File: config.mk
export PLATFORM = sky130hd
export DESIGN_NAME = uart_tx_arbiter
export DESIGN_NICKNAME = d
export VERILOG_FILES = /design/src/rtl/uart_arb_pkg.sv /design/src/rtl/uart_tx_arbiter_rr_arbiter.sv /design/src/rtl/uart_tx_arbiter.sv
export SDC_FILE = /design/constraint.sdc
export NUM_CORES = 1
export LEC_CHECK = 0
export ABC_AREA = 0
export CAP_MARGIN = 25
export CORE_AREA = 2 2 69 71
export DETAILED_ROUTE_END_ITERATION = 8
export DIE_AREA = 0 0 71 73
export HOLD_SLACK_MARGIN = 0.12
export PLACE_DENSITY = 0.75
export SLEW_MARGIN = 20
export SYNTH_ARGS = -nofsm -noshare
export SYNTH_HDL_FRONTEND = slang
export SYNTH_SLANG_ARGS = --single-unit
File: constraint.sdc
create_clock -name ipClk -period 3.9 [get_ports ipClk]
set_input_delay 0.78 -clock ipClk [delete_from_list [all_inputs] [get_ports ipClk]]
set_output_delay 0.78 -clock ipClk [all_outputs]
set_load 0.01 [all_outputs]
File: src/rtl/uart_arb_pkg.sv
// uart_arb_pkg: shared types and constants for the UART transmit arbiter.
// The TAG_* states exist only when UART_ARB_TAG_EN is defined.
package uart_arb_pkg;

  // High nibble of the tag byte announcing which requester owns the next byte
  localparam logic [3:0] TAG_NIBBLE = 4'hA;

  // Handshake timeout counter width; covers TIMEOUT values up to 65535
  localparam int CNT_W = 16;

  typedef enum logic [2:0] {
    IDLE,
    GRANT,
    WAIT_IDLE,
    SEND,
    RELEASE
`ifdef UART_ARB_TAG_EN
    ,
    TAG_WAIT,
    TAG_SEND,
    TAG_RELEASE
`endif
  } arbState_t;

endpackage

File: src/rtl/uart_tx_arbiter_rr_arbiter.sv
// rr_arbiter: round-robin pick among NUM_REQ requesters.
// The pointer holds the highest-priority index: one past the last grant.
module rr_arbiter #(
  parameter int NUM_REQ = 4
) (
  input  logic                       ipClk,
  input  logic                       reset,
  input  logic [NUM_REQ-1:0]         ipReq,
  input  logic                       ipAdvance,
  input  logic [$clog2(NUM_REQ)-1:0] ipLastIdx,
  output logic [$clog2(NUM_REQ)-1:0] opPick
);

  localparam int IDX_W = $clog2(NUM_REQ);

  logic [IDX_W-1:0]   ptr;
  logic [NUM_REQ-1:0] masked;
  logic [NUM_REQ-1:0] src;

  // Masked priority pick: lowest valid at or above ptr, else lowest valid overall
  always_comb begin
    masked = ipReq & ~((NUM_REQ'(1) << ptr) - NUM_REQ'(1));
    src    = (|masked) ? masked : ipReq;
    opPick = '0;
    for (int i = NUM_REQ - 1; i >= 0; i--) begin
      if (src[i]) opPick = IDX_W'(i);
    end
  end

  // Advance the pointer past the requester that actually got a byte accepted
  always_ff @(posedge ipClk) begin
    if (reset) begin
      ptr <= '0;
    end else if (ipAdvance) begin
      ptr <= (ipLastIdx == IDX_W'(NUM_REQ - 1)) ? '0 : ipLastIdx + IDX_W'(1);
    end
  end

endmodule

File: src/rtl/uart_tx_arbiter.sv
// uart_tx_arbiter: round-robin arbitration of byte requesters onto one UART
// transmitter with a send/busy handshake and timeout.
// Optional: define UART_ARB_TAG_EN to precede each data byte with a tag
// byte {4'hA, requester index}.
module uart_tx_arbiter #(
  parameter int NUM_REQ = 4,
  parameter int TIMEOUT = 1023
) (
  input  logic                 ipClk,
  input  logic                 reset,
  input  logic [NUM_REQ-1:0]   ipReqValid,
  input  logic [8*NUM_REQ-1:0] ipReqData,
  output logic [NUM_REQ-1:0]   opReqReady,
  output logic [7:0]           opTxData,
  output logic                 opTxSend,
  input  logic                 ipTxBusy,
  output logic                 opError
);

  import uart_arb_pkg::*;

  localparam int IDX_W = $clog2(NUM_REQ);

  arbState_t        state, nextState;
  logic [IDX_W-1:0] selIdx;
  logic [IDX_W-1:0] pickIdx;
  logic [CNT_W-1:0] cnt;
  logic [7:0]       reqByte;
  logic             grantFire;
  logic             inSend;
  logic             timeoutHit;
  logic             timeoutFire;
  logic             errReg;
`ifdef UART_ARB_TAG_EN
  logic [7:0]       dataHold;
`endif

  rr_arbiter #(.NUM_REQ(NUM_REQ)) uRr (
    .ipClk     (ipClk),
    .reset     (reset),
    .ipReq     (ipReqValid),
    .ipAdvance (grantFire),
    .ipLastIdx (selIdx),
    .opPick    (pickIdx)
  );

  // Handshake qualifiers; the grant only fires while the selected requester is still valid
  always_comb begin
    reqByte     = ipReqData[8*selIdx +: 8];
    grantFire   = (state == GRANT) && ipReqValid[selIdx];
`ifdef UART_ARB_TAG_EN
    inSend      = (state == SEND) || (state == TAG_SEND);
`else
    inSend      = (state == SEND);
`endif
    timeoutHit  = (cnt == CNT_W'(TIMEOUT - 1));
    timeoutFire = inSend && !ipTxBusy && timeoutHit;
  end

  // Next-state and strobe outputs
  always_comb begin
    nextState  = state;
    opReqReady = '0;
    opTxSend   = inSend;
    if (grantFire) opReqReady = NUM_REQ'(1) << selIdx;
    case (state)
      IDLE:      if (|ipReqValid) nextState = GRANT;
`ifdef UART_ARB_TAG_EN
      GRANT:     nextState = grantFire ? TAG_WAIT : IDLE;
      TAG_WAIT:  if (!ipTxBusy) nextState = TAG_SEND;
      TAG_SEND:  if (ipTxBusy) nextState = TAG_RELEASE;
                 else if (timeoutHit) nextState = IDLE;
      TAG_RELEASE: nextState = WAIT_IDLE;
`else
      GRANT:     nextState = grantFire ? WAIT_IDLE : IDLE;
`endif
      WAIT_IDLE: if (!ipTxBusy) nextState = SEND;
      SEND:      if (ipTxBusy) nextState = RELEASE;
                 else if (timeoutHit) nextState = IDLE;
      RELEASE:   nextState = IDLE;
      default:   nextState = IDLE;
    endcase
  end

  // State, selection, timeout counter and byte registers
  always_ff @(posedge ipClk) begin
    if (reset) begin
      state    <= IDLE;
      selIdx   <= '0;
      cnt      <= '0;
      opTxData <= 8'h00;
      errReg   <= 1'b0;
`ifdef UART_ARB_TAG_EN
      dataHold <= 8'h00;
`endif
    end else begin
      state  <= nextState;
      errReg <= timeoutFire;
      if (state == IDLE) selIdx <= pickIdx;
      // Counts SEND cycles without busy; cleared on every exit from SEND
      if (inSend && !ipTxBusy && !timeoutHit) cnt <= cnt + CNT_W'(1);
      else cnt <= '0;
`ifdef UART_ARB_TAG_EN
      if (grantFire) begin
        opTxData <= {TAG_NIBBLE, 4'(selIdx)};
        dataHold <= reqByte;
      end
      if (state == TAG_RELEASE) opTxData <= dataHold;
`else
      if (grantFire) opTxData <= reqByte;
`endif
    end
  end

  assign opError = errReg;

endmodule

## Yosys cells after proc, flatten, opt, wreduce, memory -nomap -nowiden

Cells that the tools add are included.

- Add/subtract/negate cells: 3
- Order comparisons: 1
- Eq/ne operators: 8
- Shifts and indexed selects: 3
- Multiplexer cells: 15
- Bitwise gates (word level): 3
- Reductions and logical operators: 11

Operator list:

| operator | number |
|---|---|
| $shiftx A32 B6 Y8 | 1 |
| $add A16 B1 Y16 const B | 1 |
| $eq A16 B10 Y1 const B | 1 |
| $mux W2 | 6 |
| $mux W3 | 4 |
| $pmux W3 S4 | 1 |
| $mux W4 | 2 |
| $reduce_or A4 Y1 | 2 |
| $shl A1 B2 Y4 const A | 2 |
| $eq A3 B2 Y1 const B | 2 |
| $and A4 B4 Y4 | 1 |
| $logic_and A1 B1 Y1 | 4 |
| $ne A2 B2 Y1 const B | 2 |
| $not A4 Y4 | 1 |
| $sub A4 B1 Y4 const B | 1 |
| $eq A3 B1 Y1 const B | 1 |
| $logic_not A3 Y1 | 1 |
| $lt A2 B3 Y1 const B | 1 |
| $ne A3 B2 Y1 const B | 1 |
| $reduce_and A3 Y1 | 1 |
| $add A2 B1 Y2 const B | 1 |
| $bmux W1 S2 | 1 |
| $eq A2 B2 Y1 const B | 1 |
| $logic_not A1 Y1 | 2 |
| other kinds (3) | 3 |

- Register bits after elaboration: 32
- Bits of input ports: 39
- Output and inout port bits: 14
- Word-level logic and storage cells: 50

## Longest topological paths before layout

- Word-level depth: 10
- Depth in mapped cells: 7
- Gate-level depth less buffers: 6

## Cells and area by module

Synthesis repeated with hierarchy kept, for this count alone.

- Cell total of the unflattened synthesis: 175
- Area, all modules: 1700.4 um^2

Modules (own cells, without submodules):

| module | instances | cells an instance | area an instance (um^2) | seq. area each (um^2) |
|---|---|---|---|---|
| uart_tx_arbiter | 1 | 154 | 1542.7 | 600.6 |
| rr_arbiter | 1 | 21 | 157.7 | 40.0 |

## Worst setup path before layout

No wires, ideal clock.

- Path kind: in2out
- Start point: in ipReqValid[3]
- End point: out opReqReady[0]
- Arrival: 1634 ps
- Data required time: 3120 ps
- Setup slack: 1486 ps
- Stages on the path: 4
- Buffers on the path: 1
- Path through: mux2i_1 -> o32ai_4 -> buf_8 -> and2_1

- Word-level cells in the longest chain between the ends: 4

Ends and longest elaborated chain:

| item | line | RTL |
|---|---|---|
| start, declared | uart_tx_arbiter.sv:11 | `input logic [NUM_REQ-1:0] ipReqValid,` |
| $bmux W1 S2 | uart_tx_arbiter.sv:50 | `grantFire = (state == GRANT) && ipReqValid[selIdx];` |
| $mux W1 (not written as such) | uart_tx_arbiter.sv:50 |  |
| $logic_and A1 B1 Y1 | uart_tx_arbiter.sv:50 |  |
| $mux W4 | uart_tx_arbiter.sv:65 | `if (grantFire) opReqReady = NUM_REQ'(1) << selIdx;` |
| end, declared | uart_tx_arbiter.sv:13 | `output logic [NUM_REQ-1:0] opReqReady,` |

No other way between the ends. The select of a mux whose other input is x is not followed.

## Worst setup path in the final report

- Start point: in ipReqValid[3]
- End point: out opReqReady[3]

The elaborated chain is that of the path after synthesis.

==> results.yml <==
critical_path:
  start_kind: "input port"
  required_ps: 3120
  critical_path_class: "in -> out"
  cp_common_cell: "clkdlybuf4s50_1"
  path_cells: "clkdlybuf4s50_1 > mux2i_1 > o32ai_4 > and2_1 > clkdlybuf4s50_1"
  crit_path_max_fanout: 9
  worst-path-buf-inv: 2
  worst_setup_path_end_kind: "output port"
  cp_slowest_cell: "clkdlybuf4s50_1"
  worstPathArrival_ps: 2680
  rr_worst_depth: 5
  cp.depth: 5
  cp_top_family: "buffers and inverters"
  slowest_delay_ps: 550
final_layout:
  fin_nets: 280
  utilization: 0.531
  area_delta_synth_final_pct: 39.2
  diodes: 0
  layout-drive-gt1-share: 0.0805
  n_fill_cell: 404
pwr:
  irDropWorstVdd_mv: 0.213
  p_leak_nw: 0.826
  powerDensity_mw_per_mm2: 345
  totalPowerFinal_mw: 0.831
yosys:
  avgSynthCellArea_sq_um: 9.67
  synth_xor_area_frac: 0.0709
  ys_warn_count: 0
  synth-seq-area-share: 0.370
  synth_fa_ha_area_frac: 0.0434
  synth_area_sq_mm: 0.00173
  ys_seq_elements: 32
  synth_ff_type: "dfxtp_1"
  synth_top_family_by_area: "simple AND/OR/NAND/NOR gates"
  synthMuxAreaShare: 0.176
  yosysMostFrequentCell: "dfxtp_1"
  synth_area_leaders: "dfxtp_1 37%, mux4_2 9.1%, mux2i_1 6.9%, nor2_1 6.7%, xnor2_1 4.6%"
  synthCells: 179
  synth_nets: 224
  async_flop_share: 0
  ys_types: 39
  yosysTopAreaCell: "dfxtp_1"
  yosys.area_share.simple: 0.239
  synth_compound_area_frac: 0.0665
  yosys-top-cells-count: "32 x dfxtp_1, 31 x nor2_1, 12 x mux2i_1"
  synth_top_area_frac: 0.370
  synth_edf_count: 0
sta:
  fmax_ghz: 0.289
  final-setup-viol-count: 0
  finalHoldViolations: 0
  fin_crit_ps: 3460
  grt_setup_unrepaired: "no"
  drv_slew: 0
  tns_ps: 0
  fin_worst_skew_ps: 7.25
  tightest_slew_ps: 780
  slew_headroom: 0.479
  fin_crit_sh: 0.888
cts:
  cts.sinks: 32
  numCtsBuffers: 5
  cts_tree: "built"
  post-cts-setup-buffers: 0
  path_clk_slew_ps: 60
  postCtsHoldBufs: 0
  clockRootBuffer: "clkbuf_8"
  cts-resized-gates: 0
  h-tree-depth: 2
  clock_path_buffers: 2
  clock_latency_ps: 280
floorplanning:
  pin_count: 53
  core_sq_mm: 0.00454
  start_util: 0.382
  die_area_sq_mm: 0.00518
  die_x_microns: 71
  row_count: 25
  die_h_microns: 73
routing:
  drt_first_iter_violations: 35
  wirelength_microns: 3750
  route.detailed.drc: 0
  first_pass_iters: 4
  wl_per_cell_microns: 12.9
  vias_per_cell: 5.11
  ant_nets: 0
  vias: 1483
grt:
  grt_max_degree: 18
  grt_overflow: 0
  grt_util_met1: 0.181
  top_usage_layer: "met2"
  grt_pass1_vias: 1364
  grt_use_met2: 0.249
  grt_pass1_wl_microns: 6150
  met3_usage: 0.0525
  antenna_found_initial: 0
  track_usage: 0.151
placement:
  routabilityCongestion: 0.777
  dpl.hpwl_microns: 2860
  port_buffers: 52
flow_run:
  maxCapViolCount: 0
min_path:
  hold-path-cell-count: 2
  hold_class: "reg -> reg"
run_status:
  outcome: "completed"
cell families (layout without fill, tap and decap cells):
logic type | after synthesis | after routing
simple gates | 82 | 82
flops | 32 | 32
mux | 20 | 20
xor+xnor | 14 | 14
compound gates | 13 | 13
buf+inv | 12 | 69
fa+ha+maj | 6 | 6
sequential cells by signal (all words and copies together), names as in the netlist:
| register | count |
|---|---|
| cnt | 16 |
| opTxData | 8 |
| selIdx | 2 |
| uRr.ptr | 2 |
| state | 3 |
| opError | 1 |
tightest hold or removal path: stages, from the launching register on:
cell and delay (ps):
dfxtp_1 330, mux2i_1 60, nor2_1 70
report_power, final:
part,switching (mW),internal (mW)
clock network,0.114,0.189
logic,0.0611,0.105
registers,0.0204,0.341
placed cells by master, fill, tap and decap left out, types with 3 or more instances in the layout:
cell	count
clkdlybuf4s50_1	52
nor3_1	5
and2_1	4
ha_1	6
nand4_1	5
nand2_1	10
nor2_1	31
nand3_1	7
xor2_1	5
mux4_2	7
dfxtp_1	32
a21oi_1	3
inv_1	7
clkbuf_8	5
nor4_1	5
xnor2_1	9
mux2i_1	12
metal layers:
layer	wire, microns	part of all wire	vias up
met5	0	0	-
met4	66	0.018	0
met3	312	0.083	4
met2	1650	0.44	51
met1	1710	0.46	677
li1	-	-	751
worst paths after layout:
check	startpoint	to	slack, ps
setup / recovery	ipReqValid[3]	opReqReady[3]	440
hold / removal	opTxData[6]	opTxData[6]	500
setup reg to reg	selIdx[0]	opTxData[2]	1690
hold reg to reg	opTxData[6]	opTxData[6]	500
per-stage QoR:
stage	hold WS, ps	cells	area, sq um	worst slack [ps]
2_1_floorplan	464	179	1730	1490
3_3_place_gp	474	282	2300	455
3_5_place_dp	491	282	2300	418
4_1_cts	508	290	2410	420
5_1_grt	525	290	2410	298
6_report	497	290	2410	435
layout make-up:
class	count	area (sq um)	share of cell area
tap	54	67.6	0.0281
inverter	7	26.3	0.0109
clock buffer	6	72.6	0.0301
timing repair buffer	54	536	0.222
clock inverter	2	35.0	0.0145
sequential	32	641	0.266
multi-input combinational	135	1030	0.428
(Power assumes the default switching activity.)
